`src/rtl/matmul_apb_master.sv`:
```
// APB master that turns single command/response transfers into APB SETUP/ACCESS cycles.
// Every output is registered, and the ACCESS phase has an optional wait-state timeout.
module matmul_apb_master #(
   parameter int unsigned BUS_WIDTH      = 32,
   parameter int unsigned ADDR_WIDTH     = 32,
   parameter int unsigned MAX_DIM        = 4,
   parameter int unsigned TIMEOUT_CYCLES = 255
) (
   input  logic                  clk_i,
   input  logic                  rst_i,
   // command channel
   input  logic                  cmd_valid_i,
   output logic                  cmd_ready_o,
   input  logic                  cmd_write_i,
   input  logic [ADDR_WIDTH-1:0] cmd_addr_i,
   input  logic [BUS_WIDTH-1:0]  cmd_wdata_i,
   input  logic [MAX_DIM-1:0]    cmd_strb_i,
   // response channel
   output logic                  rsp_valid_o,
   input  logic                  rsp_ready_i,
   output logic [BUS_WIDTH-1:0]  rsp_rdata_o,
   output logic                  rsp_err_o,
   output logic                  rsp_timeout_o,
   // APB master side
   output logic                  psel_o,
   output logic                  penable_o,
   output logic                  pwrite_o,
   output logic [ADDR_WIDTH-1:0] paddr_o,
   output logic [BUS_WIDTH-1:0]  pwdata_o,
   output logic [MAX_DIM-1:0]    pstrb_o,
   input  logic                  pready_i,
   input  logic                  pslverr_i,
   input  logic [BUS_WIDTH-1:0]  prdata_i
);

   // The wait counter only has to reach TIMEOUT_CYCLES-1; the final wait cycle fires the timeout.
   localparam int unsigned   CntW      = (TIMEOUT_CYCLES > 1) ? $clog2(TIMEOUT_CYCLES) : 1;
   localparam bit            TimeoutEn = (TIMEOUT_CYCLES != 0);
   localparam logic [CntW-1:0] WaitLast =
      CntW'((TIMEOUT_CYCLES == 0) ? 0 : TIMEOUT_CYCLES - 1);

   typedef enum logic [1:0] {StIdle, StSetup, StAccess, StResp} state_e;

   state_e                state_q, state_d;
   logic [CntW-1:0]       wait_q, wait_d;
   logic                  cmd_ready_q, cmd_ready_d;
   logic                  rsp_valid_q, rsp_valid_d;
   logic [BUS_WIDTH-1:0]  rsp_rdata_q, rsp_rdata_d;
   logic                  rsp_err_q, rsp_err_d;
   logic                  rsp_timeout_q, rsp_timeout_d;
   logic                  psel_q, psel_d;
   logic                  penable_q, penable_d;
   logic                  pwrite_q, pwrite_d;
   logic [ADDR_WIDTH-1:0] paddr_q, paddr_d;
   logic [BUS_WIDTH-1:0]  pwdata_q, pwdata_d;
   logic [MAX_DIM-1:0]    pstrb_q, pstrb_d;
   logic                  timeout_hit;

   assign timeout_hit = TimeoutEn && (wait_q == WaitLast);

   always_comb begin
      state_d       = state_q;
      wait_d        = wait_q;
      cmd_ready_d   = cmd_ready_q;
      rsp_valid_d   = rsp_valid_q;
      rsp_rdata_d   = rsp_rdata_q;
      rsp_err_d     = rsp_err_q;
      rsp_timeout_d = rsp_timeout_q;
      psel_d        = psel_q;
      penable_d     = penable_q;
      pwrite_d      = pwrite_q;
      paddr_d       = paddr_q;
      pwdata_d      = pwdata_q;
      pstrb_d       = pstrb_q;

      unique case (state_q)
         StIdle: begin
            cmd_ready_d = 1'b1;
            if (cmd_valid_i && cmd_ready_q) begin
               cmd_ready_d = 1'b0;
               psel_d      = 1'b1;
               pwrite_d    = cmd_write_i;
               paddr_d     = cmd_addr_i;
               pwdata_d    = cmd_wdata_i;
               pstrb_d     = cmd_write_i ? cmd_strb_i : '0;
               state_d     = StSetup;
            end
         end
         StSetup: begin
            penable_d = 1'b1;
            wait_d    = '0;
            state_d   = StAccess;
         end
         StAccess: begin
            // pready wins over a timeout landing in the same cycle
            if (pready_i) begin
               psel_d        = 1'b0;
               penable_d     = 1'b0;
               pstrb_d       = '0;
               rsp_valid_d   = 1'b1;
               rsp_rdata_d   = pwrite_q ? '0 : prdata_i;
               rsp_err_d     = pslverr_i;
               rsp_timeout_d = 1'b0;
               state_d       = StResp;
            end else if (timeout_hit) begin
               psel_d        = 1'b0;
               penable_d     = 1'b0;
               pstrb_d       = '0;
               rsp_valid_d   = 1'b1;
               rsp_rdata_d   = '0;
               rsp_err_d     = 1'b1;
               rsp_timeout_d = 1'b1;
               state_d       = StResp;
            end else begin
               wait_d = wait_q + 1'b1;
            end
         end
         StResp: begin
            if (rsp_ready_i) begin
               rsp_valid_d = 1'b0;
               cmd_ready_d = 1'b1;
               state_d     = StIdle;
            end
         end
         default: state_d = StIdle;
      endcase
   end

   always_ff @(posedge clk_i or posedge rst_i) begin
      if (rst_i) begin
         state_q       <= StIdle;
         wait_q        <= '0;
         cmd_ready_q   <= 1'b0;
         rsp_valid_q   <= 1'b0;
         rsp_rdata_q   <= '0;
         rsp_err_q     <= 1'b0;
         rsp_timeout_q <= 1'b0;
         psel_q        <= 1'b0;
         penable_q     <= 1'b0;
         pwrite_q      <= 1'b0;
         paddr_q       <= '0;
         pwdata_q      <= '0;
         pstrb_q       <= '0;
      end else begin
         state_q       <= state_d;
         wait_q        <= wait_d;
         cmd_ready_q   <= cmd_ready_d;
         rsp_valid_q   <= rsp_valid_d;
         rsp_rdata_q   <= rsp_rdata_d;
         rsp_err_q     <= rsp_err_d;
         rsp_timeout_q <= rsp_timeout_d;
         psel_q        <= psel_d;
         penable_q     <= penable_d;
         pwrite_q      <= pwrite_d;
         paddr_q       <= paddr_d;
         pwdata_q      <= pwdata_d;
         pstrb_q       <= pstrb_d;
      end
   end

   assign cmd_ready_o   = cmd_ready_q;
   assign rsp_valid_o   = rsp_valid_q;
   assign rsp_rdata_o   = rsp_rdata_q;
   assign rsp_err_o     = rsp_err_q;
   assign rsp_timeout_o = rsp_timeout_q;
   assign psel_o        = psel_q;
   assign penable_o     = penable_q;
   assign pwrite_o      = pwrite_q;
   assign paddr_o       = paddr_q;
   assign pwdata_o      = pwdata_q;
   assign pstrb_o       = pstrb_q;

endmodule

```
`config.mk`:
```
export PLATFORM = sky130hd
export DESIGN_NAME = matmul_apb_master
export DESIGN_NICKNAME = d
export VERILOG_FILES = /design/src/rtl/matmul_apb_master.sv
export SDC_FILE = /design/constraint.sdc
export NUM_CORES = 1
export LEC_CHECK = 0
export ABC_AREA = 0
export ABC_CLOCK_PERIOD_IN_PS = 3700
export CORE_MARGIN = 2
export CORE_UTILIZATION = 30
export DETAILED_ROUTE_END_ITERATION = 12
export PLACE_DENSITY = 0.62
export SKIP_LAST_GASP = 1
export SYNTH_ARGS = -nofsm -noshare
export SYNTH_HDL_FRONTEND = slang
export SYNTH_SLANG_ARGS = --single-unit
```
`constraint.sdc`:
```
create_clock -name clk_i -period 3.7 [get_ports clk_i]
set_clock_uncertainty 0.2 [all_clocks]
set_input_delay 0.74 -clock clk_i [delete_from_list [all_inputs] [get_ports clk_i]]
set_output_delay 0.74 -clock clk_i [all_outputs]
set_load 0.005 [all_outputs]
```
==> flow_summary.yaml <==
status:
  status: "complete, no violations"
clock_tree:
  cts-resized-gates: 0
  cts_tree: "built"
  cts.clk_slew.worst_paths_ns: 0.05
  postCtsSetupRepairBufs: 0
  cts_sinks: 117
  holdBufCountCts: 0
  h-tree-depth: 4
  clock_latency_ns: 0.40
  cts_buffer_depth: 2
  clockRootBuffer: "clkbuf_16"
  cts_buffers: 17
critical_path:
  cp_data_arrival_time_ns: 2.52
  cp_slowest_cell: "o21ai_1"
  crit_chain: "inv_1 -> ha_1 -> nand3_2 -> o21ai_1 -> and3_1 -> mux2_2"
  end_kind: "register"
  critPathKind: "register to register"
  cp.required_ns: 3.79
  start_kind: "register"
  cp_max_fo: 11
  max_stage_delay_ns: 0.66
global_routing:
  grt_usage_pct: 15.7
  grt_first_pass_wirelength_mm: 21.7
  antenna_found_initial: 0
  grt_overflow: 0
  grt_pass1_vias: 4082
  grt_max_degree: 118
yosys:
  synth_area_sq_um: 4920
  synth_cell_types: 36
  synth_area_leaders: "dfrtp_1 60%, mux2_2 14%, and4b_1 6.5%"
  synth.avg_cell_area_sq_um: 13.8
  syn-instance-count: 357
  async_flop_share_pct: 100
  synth_seq_cells: 117
  synth_edf_count: 0
  syn_nets: 470
  synth_top_area_share_pct: 59.6
  yosys.area.top_type: "dfrtp_1"
  ys_top_cells_by_count: "117 x dfrtp_1, 60 x mux2_2, 33 x a21o_1, 32 x and4b_1"
  synth_warnings: 0
  ys_seq_area_share_pct: 59.6
  synth.most_common_cell: "dfrtp_1"
  synthFlopType: "dfrtp_1"
sta:
  final-setup-viol-count: 0
  period_needed_ns: 2.43
  final.setup.tns_ns: 0
  worstMarginPinSlew_ns: 0.790
  max_slew_margin_pct: 47.0
  maxSlewViolCount: 0
  final.period_utilization_pct: 65.7
  hold_violations: 0
  rsz0062_at_grt: "false"
  maxClockFrequency_mhz: 411
detailed_routing:
  postRouteAntennaNets: 0
  viasPerCell: 4.73
  drt_iter0_markers: 134
  first_pass_iters: 4
  vias: 3764
  wl_mm: 13.0
  drc_errors: 0
  routedWlPerCell_um: 16.3
floorplan:
  dieArea_sq_um: 17400
  die_y_um: 132
  die_x_um: 132
  num_io_pins: 214
  fp.coreArea_sq_um: 15900
  start_util_pct: 30.8
  rows: 46
cells_and_area:
  layout-drive-gt1-share_pct: 16.7
  antenna_cells_inserted: 0
  syn_to_final_growth_pct: 59.1
  stdcell_area_sq_um: 7820
  nets: 685
placement:
  gp_congestion: 0.772
  io_buffers: 213
  dp_hpwl_mm: 9.11
  post_dp_cell_area_sq_um: 7270
pwr:
  max-vdd-ir-drop_v: 0.000327
  power.density_nw_per_um2: 816
  power.leakage_nw: 3.60
run:
  max-cap-violations: 0
min_path:
  min-delay-path-class: "register to register"
worst max-delay path: cells and delay by family, from the launching register on:
family          cells  cell delay, ns
compound gates      1            0.66
fa+ha+maj           1            0.19
buf+inv             1            0.07
flops               1            0.41
mux                 1            0.33
simple gates        2            0.45
cell type report:
| type | count | area, sq um |
|---|---|---|
| fill | 1438 | 8120 |
| sequential | 117 | 2930 |
| timing repair buffer | 219 | 2200 |
| multi-input combinational | 206 | 1820 |
| clock buffer | 21 | 470 |
| tap | 216 | 270 |
| clock inverter | 6 | 80.1 |
| inverter | 11 | 45.0 |
power breakdown:
part	leakage, nW	internal [mW]	switching [mW]
Combinational	1.88	1.69	0.920
Clock	0.276	1.02	0.531
Sequential	1.45	1.89	0.329
Total	3.60	4.60	1.78
cells in the final DEF, fill, tap and decap left out, drive strengths merged, types with 6 or more instances in the layout:
| cell type | synthesis | final |
|---|---|---|
| clkbuf | 9 | 21 |
| buf | 14 | 6 |
| clkdlybuf4s50 | 0 | 213 |
| ha | 6 | 6 |
| inv | 11 | 10 |
| a21o | 33 | 33 |
| dfrtp | 117 | 117 |
| and4b | 32 | 32 |
| mux2 | 66 | 66 |
| nand3 | 10 | 10 |
| o21ai | 11 | 11 |
| nand2 | 11 | 11 |
per-layer routing:
metal	up-vias	wire length, um	global-route usage, %
li1	1732	-	-
met1	1836	5270	18.2
met2	171	6120	25.0
met3	25	1280	7.07
met4	0	328	7.19
met5	-	0	0
flip-flops by register name (all words and copies together) (netlist names):
register	count
psel_o	1
rsp_err_o	1
rsp_timeout_o	1
pwdata_o	32
pstrb_o	4
rsp_rdata_o	32
penable_o	1
pwrite_o	1
paddr_o	32
rsp_valid_o	1
state_q	2
cmd_ready_o	1
wait_q	8
logic make-up after synthesis:
family                   Yosys count  share of synthesized area, %
flip-flops                       117                          59.6
adder cells (fa/ha/maj)            6                          1.53
buffers and inverters             34                          3.49
AO/OA/AOI/OAI                     60                          8.81
multiplexers                      70                          15.9
AND/OR/NAND/NOR                   70                          10.7
stage by stage:
step                      hold WS, ns  util (%)  setup WS (ns)  power (mW)  cells
after detailed placement        0.265      45.6          0.896        4.89    769
after floorplan                 0.273         -           1.33        3.33    357
after global routing            0.283      49.1           1.12        6.81    796
after global placement          0.259      45.6          0.894        4.81    769
final                           0.273      49.1           1.27        6.38    796
after CTS                       0.277      49.1           1.29        6.49    796
path summary, 6_finish.rpt:
check	startpoint	end	slack, ns	cells after the start
hold reg to reg	rsp_rdata_o[28]$_DFFE_PP0P_	rsp_rdata_o[28]$_DFFE_PP0P_	0.27	1
hold / removal	rsp_rdata_o[28]$_DFFE_PP0P_	rsp_rdata_o[28]$_DFFE_PP0P_	0.27	1
setup reg to reg	wait_q[0]$_DFFE_PP0P_	state_q[1]$_DFFE_PP0P_	1.27	6
min in group asynchronous	rst_i	paddr_o[9]$_DFFE_PP0P_	0.64	3
setup / recovery	wait_q[0]$_DFFE_PP0P_	state_q[1]$_DFFE_PP0P_	1.27	6
max in group asynchronous	rst_i	rsp_timeout_o$_DFFE_PP0P_	2.13	3
Power figures use the tool's default switching activity.
